**config.mk**
```make
export PLATFORM = sky130hd
export DESIGN_NAME = muldiv_unit_flat
export DESIGN_NICKNAME = d
export VERILOG_FILES = /design/src/rtl/muldiv_unit_if.sv /design/src/rtl/muldiv_unit.sv /design/src/flat_wrapper.sv
export SDC_FILE = /design/constraint.sdc
export NUM_CORES = 1
export LEC_CHECK = 0
export ABC_AREA = 0
export BUFFER_PORTS_ARGS = -buffer_cell sky130_fd_sc_hd__buf_2
export CORE_ASPECT_RATIO = 1.2
export CORE_MARGIN = 2
export CORE_UTILIZATION = 50
export CTS_CLUSTER_DIAMETER = 100
export DETAILED_ROUTE_END_ITERATION = 6
export PLACE_DENSITY_LB_ADDON = 0.05
export SYNTH_ARGS = -nofsm -noshare
export SYNTH_HDL_FRONTEND = slang
export SYNTH_SLANG_ARGS = --single-unit
export TNS_END_PERCENT = 10
```
**constraint.sdc**
```tcl
create_clock -name clk -period 8.4 [get_ports clk]
set_clock_uncertainty 0.1 [all_clocks]
set_input_delay 1.26 -clock clk [delete_from_list [all_inputs] [get_ports clk]]
set_output_delay 1.26 -clock clk [all_outputs]
set_load 0.005 [all_outputs]
```
**src/rtl/muldiv_unit_if.sv**
```systemverilog
`default_nettype none
// ============================================================================
//  Module   : muldiv_unit_if
//  Brief    : ALU <-> multiply/divide unit bundle. It carries the operands,
//             the request/control bits, the HI/LO results and the
//             stall/done status.
//  Revision : 1.0 - initial release
// ============================================================================
interface muldiv_unit_if;
    logic [31:0] md_a;
    logic [31:0] md_b;
    logic        mult;
    logic        md;
    logic        signed_calc;
    logic        flush;
    logic [31:0] hi;
    logic [31:0] lo;
    logic        stall;
    logic        done;

    // ALU / pipeline side
    modport master (
        output md_a, md_b, mult, md, signed_calc, flush,
        input  hi, lo, stall, done
    );

    // Multiply/divide unit side
    modport slave (
        input  md_a, md_b, mult, md, signed_calc, flush,
        output hi, lo, stall, done
    );
endinterface
`default_nettype wire

```
**src/rtl/muldiv_unit.sv**
```systemverilog
`default_nettype none
// ============================================================================
//  Module   : muldiv_unit
//  Brief    : Multi-cycle multiply/divide unit with HI/LO result registers.
//             Multiply uses iterative shift-add. Divide uses iterative
//             restoring division with signed fix-up. While an operation is
//             in flight, the unit raises stall.
//             Optional macro MULDIV_FAST_MULT_EN: single-cycle 32x32 multiply.
//  Revision : 1.0 - initial release
// ============================================================================
module muldiv_unit #(
    parameter int DIV_ITER = 32
) (
    input  logic         clk,
    input  logic         rst,      // asynchronous, active low
    muldiv_unit_if.slave bus
);
    localparam int c_CNT_W = $clog2(DIV_ITER);
    localparam logic [c_CNT_W-1:0] c_LAST = c_CNT_W'(DIV_ITER - 1);

    typedef enum logic [2:0] {
        IDLE = 3'd0,
        MUL  = 3'd1,
        DIV  = 3'd2,
        FIX  = 3'd3,
        DONE = 3'd4
    } state_t;

    state_t             r_state, w_next;
    logic [c_CNT_W-1:0] r_cnt;
    logic [63:0]        r_acc;     // product, or {remainder, quotient}
    logic [31:0]        r_b;       // magnitude of the multiplier or divisor
    logic               r_mult;
    logic               r_neg_q;
    logic               r_neg_r;
    logic [31:0]        r_hi, r_lo;
    logic               w_stall, w_done;

`ifdef MULDIV_FAST_MULT_EN
    localparam bit c_FAST_MULT = 1'b1;
    logic [63:0] w_ax, w_bx, w_fast_prod;
    // Sign-extend when signed. The low 64 bits of the product are then
    // correct for both signed and unsigned operands.
    assign w_ax        = {{32{bus.signed_calc & bus.md_a[31]}}, bus.md_a};
    assign w_bx        = {{32{bus.signed_calc & bus.md_b[31]}}, bus.md_b};
    assign w_fast_prod = w_ax * w_bx;
`else
    localparam bit c_FAST_MULT = 1'b0;
    logic [63:0] w_fast_prod;
    assign w_fast_prod = 64'd0;
`endif

    logic        w_start, w_div_zero;
    logic [31:0] w_a_mag, w_b_mag;
    assign w_start    = (r_state == IDLE) && bus.md && !bus.flush;
    assign w_div_zero = (bus.md_b == 32'd0);
    assign w_a_mag    = (bus.signed_calc && bus.md_a[31]) ? (~bus.md_a + 32'd1) : bus.md_a;
    assign w_b_mag    = (bus.signed_calc && bus.md_b[31]) ? (~bus.md_b + 32'd1) : bus.md_b;

    // Shift-add step: conditionally add into the upper half, then shift right.
    logic [32:0] w_mul_sum;
    logic [63:0] w_mul_next;
    assign w_mul_sum  = {1'b0, r_acc[63:32]} + (r_acc[0] ? {1'b0, r_b} : 33'd0);
    assign w_mul_next = {w_mul_sum, r_acc[31:1]};

    // Restoring step: shift the next dividend bit into the remainder, then
    // subtract the divisor if it fits.
    logic [32:0] w_div_sh, w_div_sub;
    logic        w_div_ge;
    logic [63:0] w_div_next;
    assign w_div_sh   = r_acc[63:31];
    assign w_div_ge   = (w_div_sh >= {1'b0, r_b});
    assign w_div_sub  = w_div_sh - {1'b0, r_b};
    assign w_div_next = w_div_ge ? {w_div_sub[31:0], r_acc[30:0], 1'b1}
                                 : {w_div_sh[31:0],  r_acc[30:0], 1'b0};

    // Sign fix-up. The neg flags are cleared for unsigned operations.
    logic [63:0] w_prod_fix;
    logic [31:0] w_fix_hi, w_fix_lo;
    assign w_prod_fix = r_neg_q ? (~r_acc + 64'd1) : r_acc;
    assign w_fix_lo   = r_mult ? w_prod_fix[31:0]  : (r_neg_q ? (~r_acc[31:0]  + 32'd1) : r_acc[31:0]);
    assign w_fix_hi   = r_mult ? w_prod_fix[63:32] : (r_neg_r ? (~r_acc[63:32] + 32'd1) : r_acc[63:32]);

    // State register
    always_ff @(posedge clk or negedge rst) begin
        if (!rst) r_state <= IDLE;
        else      r_state <= w_next;
    end

    // Next-state logic and status outputs. A flush wins over everything else.
    always_comb begin
        w_next  = r_state;
        w_stall = 1'b0;
        w_done  = 1'b0;
        case (r_state)
            IDLE: begin
                w_stall = bus.md && !bus.flush;
                if (w_start) begin
                    if (bus.mult)        w_next = c_FAST_MULT ? DONE : MUL;
                    else if (w_div_zero) w_next = DONE;
                    else                 w_next = DIV;
                end
            end
            MUL, DIV: begin
                w_stall = 1'b1;
                if (r_cnt == c_LAST) w_next = FIX;
            end
            FIX: begin
                w_stall = 1'b1;
                w_next  = DONE;
            end
            DONE: begin
                w_done = 1'b1;
                w_next = IDLE;
            end
            default: w_next = IDLE;
        endcase
        if (bus.flush) w_next = IDLE;
    end

    // Datapath: operand latch, iteration, and HI/LO commit
    always_ff @(posedge clk or negedge rst) begin
        if (!rst) begin
            r_cnt   <= '0;
            r_acc   <= '0;
            r_b     <= '0;
            r_mult  <= 1'b0;
            r_neg_q <= 1'b0;
            r_neg_r <= 1'b0;
            r_hi    <= '0;
            r_lo    <= '0;
        end else if (bus.flush) begin
            r_cnt <= '0;
        end else begin
            case (r_state)
                IDLE: begin
                    if (bus.md) begin
                        r_cnt   <= '0;
                        r_mult  <= bus.mult;
                        r_acc   <= {32'd0, w_a_mag};
                        r_b     <= w_b_mag;
                        r_neg_q <= bus.signed_calc & (bus.md_a[31] ^ bus.md_b[31]);
                        r_neg_r <= bus.signed_calc & bus.md_a[31];
                        if (bus.mult && c_FAST_MULT) begin
                            r_hi <= w_fast_prod[63:32];
                            r_lo <= w_fast_prod[31:0];
                        end else if (!bus.mult && w_div_zero) begin
                            r_hi <= bus.md_a;
                            r_lo <= 32'hFFFF_FFFF;
                        end
                    end
                end
                MUL: begin
                    r_acc <= w_mul_next;
                    r_cnt <= r_cnt + c_CNT_W'(1);
                end
                DIV: begin
                    r_acc <= w_div_next;
                    r_cnt <= r_cnt + c_CNT_W'(1);
                end
                FIX: begin
                    r_hi <= w_fix_hi;
                    r_lo <= w_fix_lo;
                end
                default: ;
            endcase
        end
    end

    assign bus.hi    = r_hi;
    assign bus.lo    = r_lo;
    assign bus.stall = w_stall;
    assign bus.done  = w_done;
endmodule
`default_nettype wire

```
**src/flat_wrapper.sv**
```systemverilog
// flat-port wrapper written by rule: the top's interface ports become plain ports
module muldiv_unit_flat 
#(
    parameter int DIV_ITER = 32
)
  (clk, rst, bus_md_a, bus_md_b, bus_mult, bus_md, bus_signed_calc, bus_flush, bus_hi, bus_lo, bus_stall, bus_done);
  muldiv_unit_if bus_i ();
  input  logic clk;
  input  logic rst;
  input wire logic [$bits(bus_i.md_a)-1:0] bus_md_a;
  input wire logic [$bits(bus_i.md_b)-1:0] bus_md_b;
  input wire logic [$bits(bus_i.mult)-1:0] bus_mult;
  input wire logic [$bits(bus_i.md)-1:0] bus_md;
  input wire logic [$bits(bus_i.signed_calc)-1:0] bus_signed_calc;
  input wire logic [$bits(bus_i.flush)-1:0] bus_flush;
  output wire logic [$bits(bus_i.hi)-1:0] bus_hi;
  output wire logic [$bits(bus_i.lo)-1:0] bus_lo;
  output wire logic [$bits(bus_i.stall)-1:0] bus_stall;
  output wire logic [$bits(bus_i.done)-1:0] bus_done;
  assign bus_i.md_a = bus_md_a;
  assign bus_i.md_b = bus_md_b;
  assign bus_i.mult = bus_mult;
  assign bus_i.md = bus_md;
  assign bus_i.signed_calc = bus_signed_calc;
  assign bus_i.flush = bus_flush;
  assign bus_hi = bus_i.hi;
  assign bus_lo = bus_i.lo;
  assign bus_stall = bus_i.stall;
  assign bus_done = bus_i.done;
  muldiv_unit #(.DIV_ITER(DIV_ITER)) u_core (.clk(clk), .rst(rst), .bus(bus_i));
endmodule
```
==> impl_metrics.xml <==
<?xml version="1.0" encoding="UTF-8"?>
<metrics>
  <group name="min_path">
    <metric name="worst_hold_path.num_cells" unit="">2</metric>
    <metric name="min_delay_worst_type" unit="">flop to flop</metric>
  </group>
  <group name="synthesis">
    <metric name="share_of_synthesized_registers_carrying_an_async_set_or_reset" unit="%">100</metric>
    <metric name="sequential_area_share_after_synthesis" unit="%">30.6</metric>
    <metric name="syn_nets" unit="">1921</metric>
    <metric name="synth.top_cells.by_area" unit="">dfrtp_1, ha_1, a21oi_1, o21ai_0, nor2_1</metric>
    <metric name="postSynthCellCount" unit="">1779</metric>
    <metric name="dominantRegCellSynth" unit="">dfrtp_1</metric>
    <metric name="synth_cell_types" unit="">76</metric>
    <metric name="synth_area_leader" unit="">dfrtp_1</metric>
    <metric name="synth-edff-count" unit="">0</metric>
    <metric name="netlist.area_leader.share" unit="%">30.6</metric>
    <metric name="syn-mean-instance-area" unit="µm²">7.86</metric>
    <metric name="synthesis.area" unit="µm²">14000</metric>
    <metric name="synth_seq_cells" unit="">171</metric>
    <metric name="synthesis.yosys.warnings" unit="">0</metric>
  </group>
  <group name="pwr">
    <metric name="power_per_cell_area" unit="nW/µm²">337</metric>
    <metric name="ir_drop_worst_case_vdd" unit="V">0.000180</metric>
    <metric name="p_leak" unit="nW">6.88</metric>
    <metric name="power.total" unit="mW">5.23</metric>
  </group>
  <group name="clocking">
    <metric name="clk_pin_slew_worst_paths" unit="ns">0.07</metric>
    <metric name="cts_tree" unit="">done</metric>
    <metric name="cts_buffers" unit="">17</metric>
    <metric name="cts_buffer_depth" unit="">2</metric>
    <metric name="cts_num_sinks" unit="">171</metric>
    <metric name="post_cts_buffers" unit="">0</metric>
    <metric name="hold_buffers" unit="">0</metric>
    <metric name="clock_insertion_delay_worst_skew" unit="ns">0.44</metric>
    <metric name="clockRootBuffer" unit="">clkbuf_16</metric>
    <metric name="cts.htree.levels" unit="">4</metric>
    <metric name="postCtsResizedCells" unit="">0</metric>
  </group>
  <group name="die">
    <metric name="core_area" unit="µm²">27700</metric>
    <metric name="rows" unit="">67</metric>
    <metric name="io_pins" unit="">136</metric>
    <metric name="die_y" unit="µm">187</metric>
    <metric name="chipWidth" unit="µm">157</metric>
    <metric name="start_util" unit="%">50.4</metric>
    <metric name="die-area" unit="µm²">29300</metric>
  </group>
  <group name="global_routing">
    <metric name="antenna_found_initial" unit="">0</metric>
    <metric name="tot_gr_track_use" unit="%">29.6</metric>
    <metric name="grt_first_pass_wirelength" unit="mm">68.8</metric>
    <metric name="grt_max_degree" unit="">72</metric>
    <metric name="number_of_global_route_vias_before_repair" unit="">12600</metric>
    <metric name="globalRoute.totalOverflow" unit="">0</metric>
  </group>
  <group name="placement">
    <metric name="place.port_buffers" unit="">135</metric>
    <metric name="pre_cts_ws" unit="ns">3.15</metric>
    <metric name="hpwl" unit="mm">33.2</metric>
    <metric name="dpl_cell_area" unit="µm²">14900</metric>
    <metric name="globalplace.congestion" unit="">0.994</metric>
    <metric name="placedCellCount" unit="">2209</metric>
  </group>
  <group name="drt">
    <metric name="via_per_inst" unit="">5.96</metric>
    <metric name="vias" unit="">13400</metric>
    <metric name="firstDrtPassIters" unit="">5</metric>
    <metric name="finalWirelength" unit="mm">43.2</metric>
    <metric name="drc" unit="">0</metric>
    <metric name="avgRoutedWirePerCell" unit="µm">19.3</metric>
    <metric name="drt_iter0_drc" unit="">869</metric>
    <metric name="route.antenna.remaining_nets" unit="">0</metric>
  </group>
  <group name="layout">
    <metric name="area.growth.synth_to_final" unit="%">10.9</metric>
    <metric name="finish.instance_area" unit="µm²">15500</metric>
    <metric name="drive_above_1_share" unit="%">11.1</metric>
    <metric name="fill_cells" unit="">2623</metric>
    <metric name="post_layout_nonfiller_instances" unit="">2241</metric>
    <metric name="final_net_count" unit="">1991</metric>
    <metric name="num_antenna_cells" unit="">0</metric>
  </group>
  <group name="worst_setup_path">
    <metric name="r2r_slack" unit="ns">3.65</metric>
    <metric name="end_kind" unit="">flop</metric>
    <metric name="r2r_cells" unit="">10</metric>
    <metric name="cp.arrival" unit="ns">5.06</metric>
    <metric name="worst-setup-path-type" unit="">input pin to flop</metric>
    <metric name="critPathLaunchType" unit="">input pin</metric>
    <metric name="worst_ep_required_time" unit="ns">8.67</metric>
    <metric name="timing.critical_path.slowest_stage_cell" unit="">nor3b_1</metric>
    <metric name="critical-path-max-stage-delay" unit="ns">0.51</metric>
    <metric name="worst-path-max-fanout" unit="">47</metric>
    <metric name="crit_chain" unit="">buf_2 -&gt; nor3_1 -&gt; nand2b_1 -&gt; nor4_1 -&gt; and2_1 -&gt; nor3b_1 -&gt; nand3b_1 -&gt; o21a_1 -&gt; buf_4 -&gt; clkinv_1 -&gt; buf_4 -&gt; o21ai_0 -&gt; o21ai_0</metric>
  </group>
  <group name="sta">
    <metric name="setup_tns_after_final_layout" unit="ns">0</metric>
    <metric name="timing.final.hold_violations" unit="">0</metric>
    <metric name="final_period_minus_worst_setup_slack" unit="ns">4.79</metric>
    <metric name="slew_viol_final" unit="">0</metric>
    <metric name="max_clock_freq" unit="MHz">209</metric>
    <metric name="tightest_slew" unit="ns">0.938</metric>
    <metric name="setup_slack" unit="ns">3.61</metric>
    <metric name="setup_repair_after_global_routing_missed_its_margin" unit="">false</metric>
    <metric name="fin_crit_sh" unit="%">57.1</metric>
    <metric name="slew-limit-headroom" unit="%">36.9</metric>
    <metric name="setup_violators_final" unit="">0</metric>
  </group>
  <group name="run">
    <metric name="maxCapViolations" unit="">0</metric>
  </group>
  <group name="status">
    <metric name="run_status" unit="">complete, no violations</metric>
  </group>
</metrics>
## registers in the layout, indices dropped and copies added, names as in the netlist
signal / count
u_core.r_acc: 64
u_core.bus.hi: 32
u_core.bus.lo: 32
u_core.r_b: 32
u_core.r_cnt: 5
u_core.r_state: 3
u_core.r_mult: 1
u_core.r_neg_q: 1
u_core.r_neg_r: 1
## final timing paths
path                                              from                       endpoint
hold / removal              u_core.r_b[22]$_DFFE_PN0P_     u_core.r_b[22]$_DFFE_PN0P_
max in group asynchronous                          rst     u_core.r_b[23]$_DFFE_PN0P_
setup reg to reg           u_core.r_acc[8]$_DFFE_PN0P_  u_core.bus.hi[31]$_DFFE_PN0P_
min in group asynchronous                          rst   u_core.bus.lo[3]$_DFFE_PN0P_
setup / recovery                           bus_md_b[5]   u_core.bus.hi[3]$_DFFE_PN0P_
hold reg to reg             u_core.r_b[22]$_DFFE_PN0P_     u_core.r_b[22]$_DFFE_PN0P_
## cell usage after synthesis, types with 18 or more instances
master,n
mux2i_1,33
clkbuf_1,95
nand2_1,166
o21ai_0,163
nand4_1,18
nor3_1,37
nand3_1,36
a21oi_1,167
dfrtp_1,171
inv_1,65
a31oi_1,21
nor2_1,217
or3_1,21
xnor2_1,69
a21o_1,29
ha_1,70
xor2_1,92
o21a_1,21
a221oi_1,40
## layout by cell type (no fill, tap or decap), types with 9 or more instances in the layout
| cell | count |
|---|---|
| nand3b_1 | 9 |
| o21a_1 | 21 |
| o21ai_0 | 163 |
| clkbuf_16 | 17 |
| nand3_1 | 36 |
| nor2b_1 | 9 |
| nor2_1 | 216 |
| or3_1 | 20 |
| a21o_1 | 29 |
| o31ai_1 | 17 |
| and2_1 | 10 |
| buf_2 | 134 |
| o211ai_1 | 16 |
| a221oi_1 | 40 |
| nor3_1 | 34 |
| mux2i_1 | 33 |
| buf_4 | 18 |
| nand4_1 | 18 |
| xor2_1 | 92 |
| o41ai_1 | 13 |
| nand2_1 | 165 |
| inv_1 | 65 |
| or4_1 | 10 |
| o22ai_1 | 10 |
| a31oi_1 | 21 |
| a21oi_1 | 167 |
| o221ai_1 | 11 |
| nor4_1 | 15 |
| nand2b_1 | 15 |
| ha_1 | 70 |
| a22oi_1 | 10 |
| dfrtp_1 | 171 |
| xnor2_1 | 69 |
## routing by layer
metal	track usage (%)	vias up	share of wire, %
li1	-	6570	-
met1	37.2	6294	42
met2	51.6	415	49
met3	3.38	74	4.6
met4	11.8	0	3.6
met5	0	-	0
## report_power, final
part / internal, mW / switching, mW / total (mW)
combinational: 1.21 / 1.73 / 2.94
clock: 0.472 / 0.354 / 0.826
sequential: 1.10 / 0.363 / 1.46
## per-stage QoR
| step | utilization [%] | hold WS (ns) |
|---|---|---|
| floorplan | - | 0.350 |
| global placement | 53.7 | 0.360 |
| detailed placement | 53.7 | 0.367 |
| CTS | 55.9 | 0.383 |
| global route | 55.9 | 0.408 |
| finish | 55.9 | 0.379 |
## layout make-up
| class | count | area, µm² | share of cell area [%] |
|---|---|---|---|
| clock buffer | 20 | 437 | 2.82 |
| clock inverter | 12 | 164 | 1.06 |
| inverter | 67 | 251 | 1.62 |
| multi-input combinational | 1439 | 9080 | 58.6 |
| sequential | 171 | 4280 | 27.6 |
| tap | 379 | 474 | 3.06 |
| timing repair buffer | 153 | 817 | 5.27 |
## cells by family (layout without fill, tap and decap cells)
logic type | count (synthesis) | in the layout | synth area share (%)
DFF | 171 | 171 | 30.6
buffers and inverters | 169 | 252 | 4.61
AOI/OAI and AO/OA | 578 | 578 | 26.0
adders and majority gates | 72 | 72 | 6.55
muxes | 36 | 36 | 2.60
xor gates and xnor gates | 161 | 161 | 10.1
and+or+nand+nor | 592 | 592 | 19.5
## worst max-delay path, delay by kind of cell
kind,cells,cell delay [ns]
simple gates,6,2.09
buf+inv,4,1.09
compound gates,3,0.58
(Power assumes the default switching activity.)
